===== src/rtl/dbus_responder.sv =====
// Data-bus target: word RAM at address 0 plus an MMIO window (cycle counter, compare timer, DONE mailbox).
// Optional build macro DBUS_ERR_EN adds a sticky bus_err flag for unmapped writes and writes to CYCLE.
module dbus_responder #(
  parameter int          DEPTH     = 64,
  parameter logic [31:0] MMIO_BASE = 32'hFFFF_FF00
) (
  input  logic        clk,
  input  logic        reset,
  input  logic        MemWrite,
  input  logic [31:0] DataAdr,
  input  logic [31:0] WriteData,
  output logic [31:0] ReadData,
  output logic        timer_irq,
  output logic        done,
  output logic [31:0] done_value,
  output logic        bus_err
);

  localparam int AW = $clog2(DEPTH);

  localparam logic [5:0] OFF_CYCLE = 6'h00;
  localparam logic [5:0] OFF_TCMP  = 6'h01;
  localparam logic [5:0] OFF_TCTRL = 6'h02;
  localparam logic [5:0] OFF_TCNT  = 6'h03;
  localparam logic [5:0] OFF_TSTAT = 6'h04;
  localparam logic [5:0] OFF_DONE  = 6'h05;

  logic [31:0]   mem [DEPTH];
  logic [31:0]   cycle_cnt;
  logic [31:0]   tcmp;
  logic [31:0]   tcnt;
  logic          tmr_en;
  logic          tmr_ar;
  logic          pend;

  logic          ram_hit;
  logic          mmio_hit;
  logic [5:0]    off;
  logic [AW-1:0] ram_idx;
  logic          we_tcmp, we_tctrl, we_tcnt, we_tstat, we_done;
  logic          match;
  logic [31:0]   tcnt_nxt;
  logic          en_nxt;
  logic          pend_nxt;

  // Byte-lane bits are ignored; only word accesses exist on this bus.
  logic unused_lane;
  assign unused_lane = ^DataAdr[1:0];

  assign ram_hit  = (DataAdr[31:AW+2] == '0);
  assign mmio_hit = (DataAdr[31:8] == MMIO_BASE[31:8]);
  assign off      = DataAdr[7:2];
  assign ram_idx  = DataAdr[AW+1:2];

  assign we_tcmp  = MemWrite && mmio_hit && (off == OFF_TCMP);
  assign we_tctrl = MemWrite && mmio_hit && (off == OFF_TCTRL);
  assign we_tcnt  = MemWrite && mmio_hit && (off == OFF_TCNT);
  assign we_tstat = MemWrite && mmio_hit && (off == OFF_TSTAT);
  assign we_done  = MemWrite && mmio_hit && (off == OFF_DONE);

  // A bus write to TCNT or TCTRL cancels the timer's own count/disable step for that edge.
  always_comb begin
    match    = tmr_en && (tcnt == tcmp);
    tcnt_nxt = tcnt;
    en_nxt   = tmr_en;
    if (tmr_en) begin
      if (match) begin
        if (tmr_ar) tcnt_nxt = '0;
        else        en_nxt   = 1'b0;
      end else begin
        tcnt_nxt = tcnt + 32'd1;
      end
    end
    if (we_tcnt) begin
      tcnt_nxt = WriteData;
      en_nxt   = tmr_en;
    end
    if (we_tctrl) begin
      tcnt_nxt = we_tcnt ? WriteData : tcnt;
      en_nxt   = WriteData[0];
    end
    pend_nxt = pend;
    if (we_tstat && WriteData[0]) pend_nxt = 1'b0;
    if (match)                    pend_nxt = 1'b1;
  end

  always_ff @(posedge clk or negedge reset) begin
    if (!reset) begin
      cycle_cnt  <= '0;
      tcmp       <= '0;
      tcnt       <= '0;
      tmr_en     <= 1'b0;
      tmr_ar     <= 1'b0;
      pend       <= 1'b0;
      timer_irq  <= 1'b0;
      done       <= 1'b0;
      done_value <= '0;
    end else begin
      cycle_cnt <= cycle_cnt + 32'd1;
      if (we_tcmp)  tcmp   <= WriteData;
      if (we_tctrl) tmr_ar <= WriteData[1];
      tcnt      <= tcnt_nxt;
      tmr_en    <= en_nxt;
      pend      <= pend_nxt;
      timer_irq <= pend_nxt;
      if (we_done) begin
        done       <= 1'b1;
        done_value <= WriteData;
      end
    end
  end

  // RAM contents are deliberately left out of reset.
  always_ff @(posedge clk) begin
    if (MemWrite && ram_hit) mem[ram_idx] <= WriteData;
  end

`ifdef DBUS_ERR_EN
  always_ff @(posedge clk or negedge reset) begin
    if (!reset) begin
      bus_err <= 1'b0;
    end else if (MemWrite && ((!ram_hit && !mmio_hit) || (mmio_hit && off == OFF_CYCLE))) begin
      bus_err <= 1'b1;
    end
  end
`else
  assign bus_err = 1'b0;
`endif

  always_comb begin
    ReadData = '0;
    if (ram_hit) begin
      ReadData = mem[ram_idx];
    end else if (mmio_hit) begin
      case (off)
        OFF_CYCLE: ReadData = cycle_cnt;
        OFF_TCMP:  ReadData = tcmp;
        OFF_TCTRL: ReadData = {30'd0, tmr_ar, tmr_en};
        OFF_TCNT:  ReadData = tcnt;
        OFF_TSTAT: ReadData = {31'd0, pend};
        OFF_DONE:  ReadData = done_value;
        default:   ReadData = '0;
      endcase
    end
  end

endmodule


===== config.mk =====
export PLATFORM = sky130hd
export DESIGN_NAME = dbus_responder
export DESIGN_NICKNAME = d
export VERILOG_FILES = /design/src/rtl/dbus_responder.sv
export SDC_FILE = /design/constraint.sdc
export NUM_CORES = 2
export LEC_CHECK = 0
export ABC_AREA = 1
export CAP_MARGIN = 5
export CORE_AREA = 8 8 463 465
export CTS_CLUSTER_DIAMETER = 100
export CTS_CLUSTER_SIZE = 10
export DETAILED_ROUTE_END_ITERATION = 16
export DIE_AREA = 0 0 471 473
export SLEW_MARGIN = 10
export SYNTH_ARGS = -nofsm -noshare
export SYNTH_HDL_FRONTEND = slang
export SYNTH_SLANG_ARGS = --single-unit

===== constraint.sdc =====
create_clock -name clk -period 2.48 [get_ports clk]
set_input_delay 0.496 -clock clk [delete_from_list [all_inputs] [get_ports clk]]
set_output_delay 0.496 -clock clk [all_outputs]
set_load 0.05 [all_outputs]

==> out/results.ini <==
[synthesis]
synth_edf_count = 2048
avgSynthCellArea_um2 = 10.41
synthMostInstantiatedCell = nand2_1
synth-main-ff-cell = edfxtp_1
yosys_warnings = 0
yosysSeqAreaShare_pct = 69.98
yosys.area.top_type = edfxtp_1
ys_top_cells_by_count = nand2_1 (3,344), edfxtp_1 (2,048), inv_1 (844), nand3_1 (839), nor2_1 (576)
syn_area_um2 = 92610
synth.distinct_cells = 41
synth_fp_nets = 8968
yosys-top-cells-area = edfxtp_1 (66%), nand2_1 (14%), nand3_1 (4.5%)
yosysTopAreaCellShare_pct = 66.41
syn_inst = 8899
async_flop_share_pct = 6.055
synth_seq_cells = 2180

[worst_setup_path]
path_class = input port to primary output
worst_setup_path_start_kind = input port
path_cells = buf_16, clkinv_16, nor2_4, buf_12, buf_16, buf_12, buf_4, nand2_1, nand3_2, nand2_2, nand2_2, inv_1, nand2_2, nand2_2, nand2_2, o21ai_2, buf_6, nand2_4, buf_8
cpMaxStageDelayCell = o21ai_2
cp_common_cell = nand2_2
cp_max_fo = 8
path_buf_inv = 9
crit_required_ns = 1.98
worst_path_largest_cell_delay_ns = 0.18
end_kind = primary output
critPathArrivalTime_ns = 2.71
cpLargestDelayFamily = buffers and inverters

[drt]
routed_wl_um = 322000
ant_nets = 0
avgRoutedWirePerCell_um = 26.02
vias = 68208
drt_iter0_markers = 8265
drc = 0
first_pass_iters = 6
via_per_inst = 5.511

[clock_network]
clockBufferDepth = 3
cts-root-buf = clkbuf_16
clock_sinks = 2180
worstSkewPairLatency_ns = 0.92
cts_tree = built
cts_buffers = 236
cts_max_level = 4
clk_pin_slew_ns = 0.06

[sta]
fin_crit_sh_pct = 129.3
relSlewSlack_pct = 31.73
finalSetupViolations = 32
hold_viol_final = 0
fin_hold_ws_ns = 0.05761
slew_viol_final = 0
fin_crit_ns = 3.208
rsz0062_at_grt = yes
tightest_slew_ns = 1.024
timing.final.ws_setup_ns = -0.7276
finClkSkew_ns = 0.05706
fmax_mhz = 311.8

[die]
fp.dieArea_um2 = 222800
core-area_um2 = 206400
die_x_um = 471
die_y_um = 473
start_util_pct = 44.86
rows = 167
io-pin-count = 134

[cells_and_area]
utilization_pct = 55.69
final-instance-count-excl-fill = 12376
areaGrowthSynthToFinish_pct = 24.14
nNetsFinal = 9672
drive_above_1_share_pct = 18.32
fillers = 17244

[outcome]
outcome = finished with violations
violations = setup timing

[pwr]
report.power.total_w = 0.07785
vdd_ir_drop_max_v = 0.0007753
power_density_nw_per_um2 = 677.2
p_leak_nw = 45.88

[global_route]
grt_pass1_vias = 65104
grt_usage_pct = 28.08
antenna_found_initial = 15
grt_remaining_overflow = 0
grt_pass1_wl_um = 460000
grt_max_degree = 133

[place]
dp_hpwl_um = 203700
dp.cells = 11999
place_ws_ns = -1.318
place_congestion = 0.9697
portBuffers = 130

[min_path]
hold_class = input port to flip-flop

[flow_run]
cap_viol_max_count = 0

==> flip-flops by register name (all words and copies together) (netlist names) <==
register    count
cycle_cnt      32
done            1
done_value     32
mem          2048
pend            1
tcmp           32
tcnt           32
tmr_ar          1
tmr_en          1
==> timing repair <==
action | in CTS | in global routing
hold buffers | 6 | 0
setup endpoints to repair | 65 | 66
setup buffers | 25 | 31
resized for setup | 583 | 393
cloned | 22 | 5
pin swaps | 133 | 236
hold endpoints to repair | 159 | 0
==> worst min-delay path: stages <==
cell and delay (ns):
buf_2 0.17, nand2_1 0.09, nand2_1 0.05, nand2_1 0.05, nand2_1 0.04
==> routing by layer <==
layer / GRT usage (%) / vias to the layer above / wire length [um] / share of wire (%)
met3: 4.780 / 579 / 29740 / 9.2
met4: 12.47 / 0 / 16520 / 5.1
li1: - / 30719 / - / -
met1: 38.13 / 33446 / 127900 / 40
met5: 0 / - / 0 / 0
met2: 44.69 / 3464 / 147900 / 46
==> final cells by class <==
class / instances / area [um2] / share of cell area, %
sequential: 2180 / 64800 / 56.37
multi-input combinational: 5428 / 25820 / 22.46
timing repair buffer: 906 / 11160 / 9.711
clock buffer: 286 / 6146 / 5.346
tap: 2704 / 3383 / 2.943
inverter: 849 / 3283 / 2.856
clock inverter: 14 / 306.5 / 0.2666
timing repair inverter: 2 / 32.53 / 0.02830
antenna: 7 / 17.52 / 0.01524
==> stage by stage <==
stage	instance area, um2	setup TNS [ns]
detailed placement	104400	-1194.08
finish	115000	-19.75
global placement	104400	-1047.90
floorplan	93290	-293.24
global route	114900	-21.75
CTS	113400	-21.00
==> cell usage in the layout, fill, tap and decap left out, drive strengths merged, types with 2 or more instances in the layout <==
master / count
o21ai: 332
dlygate4sd2: 26
nor3: 20
o22ai: 17
clkdlybuf4s15: 8
ha: 2
nor2: 580
xor2: 49
clkdlybuf4s50: 25
buf: 827
a22o: 2
clkinv: 16
xnor2: 8
diode: 7
clkinvlp: 2
a32o: 2
nand4: 70
o2bb2ai: 2
dlygate4sd3: 6
bufbuf: 8
edfxtp: 2048
nor4: 6
and2: 3
clkbuf: 292
inv: 847
nand3: 840
dfrtp: 132
o211ai: 12
a21oi: 128
nand2: 3348
==> cells by family after synthesis <==
kind of cell / count (synthesis) / synth area share, %
compound gates: 499 / 2.791
xor+xnor: 57 / 0.5391
fa+ha+maj: 2 / 0.02702
buf+inv: 1291 / 5.495
flops: 2180 / 69.98
other cells: 1 / 0.004049
simple gates: 4869 / 21.17
==> where the power goes <==
group / internal, W / leakage (nW) / total, W / switching, W
logic: 0.00203 / 22.5 / 0.00640 / 0.00436
registers: 0.0402 / 20.2 / 0.0402 / 0.0000000000818
clock network: 0.0172 / 3.12 / 0.0312 / 0.0141
==> final timing paths <==
check / startpoint / cells past startpoint / endpoint / slack (ns)
setup / recovery: DataAdr[2] / 19 / ReadData[2] / -0.73
hold / removal: WriteData[22] / 5 / tcnt[22]$_DFFE_PN0P_ / 0.06
setup reg to reg: tcnt[28]$_DFFE_PN0P_ / 14 / tcnt[26]$_DFFE_PN0P_ / 0.14
hold reg to reg: done$_DFFE_PN0P_ / 2 / done$_DFFE_PN0P_ / 0.47
max in group asynchronous: reset / 3 / tcnt[26]$_DFFE_PN0P_ / 1.58
min in group asynchronous: reset / 3 / done_value[15]$_DFFE_PN0P_ / 0.29
Note: power is estimated with default switching activity, not from simulation.
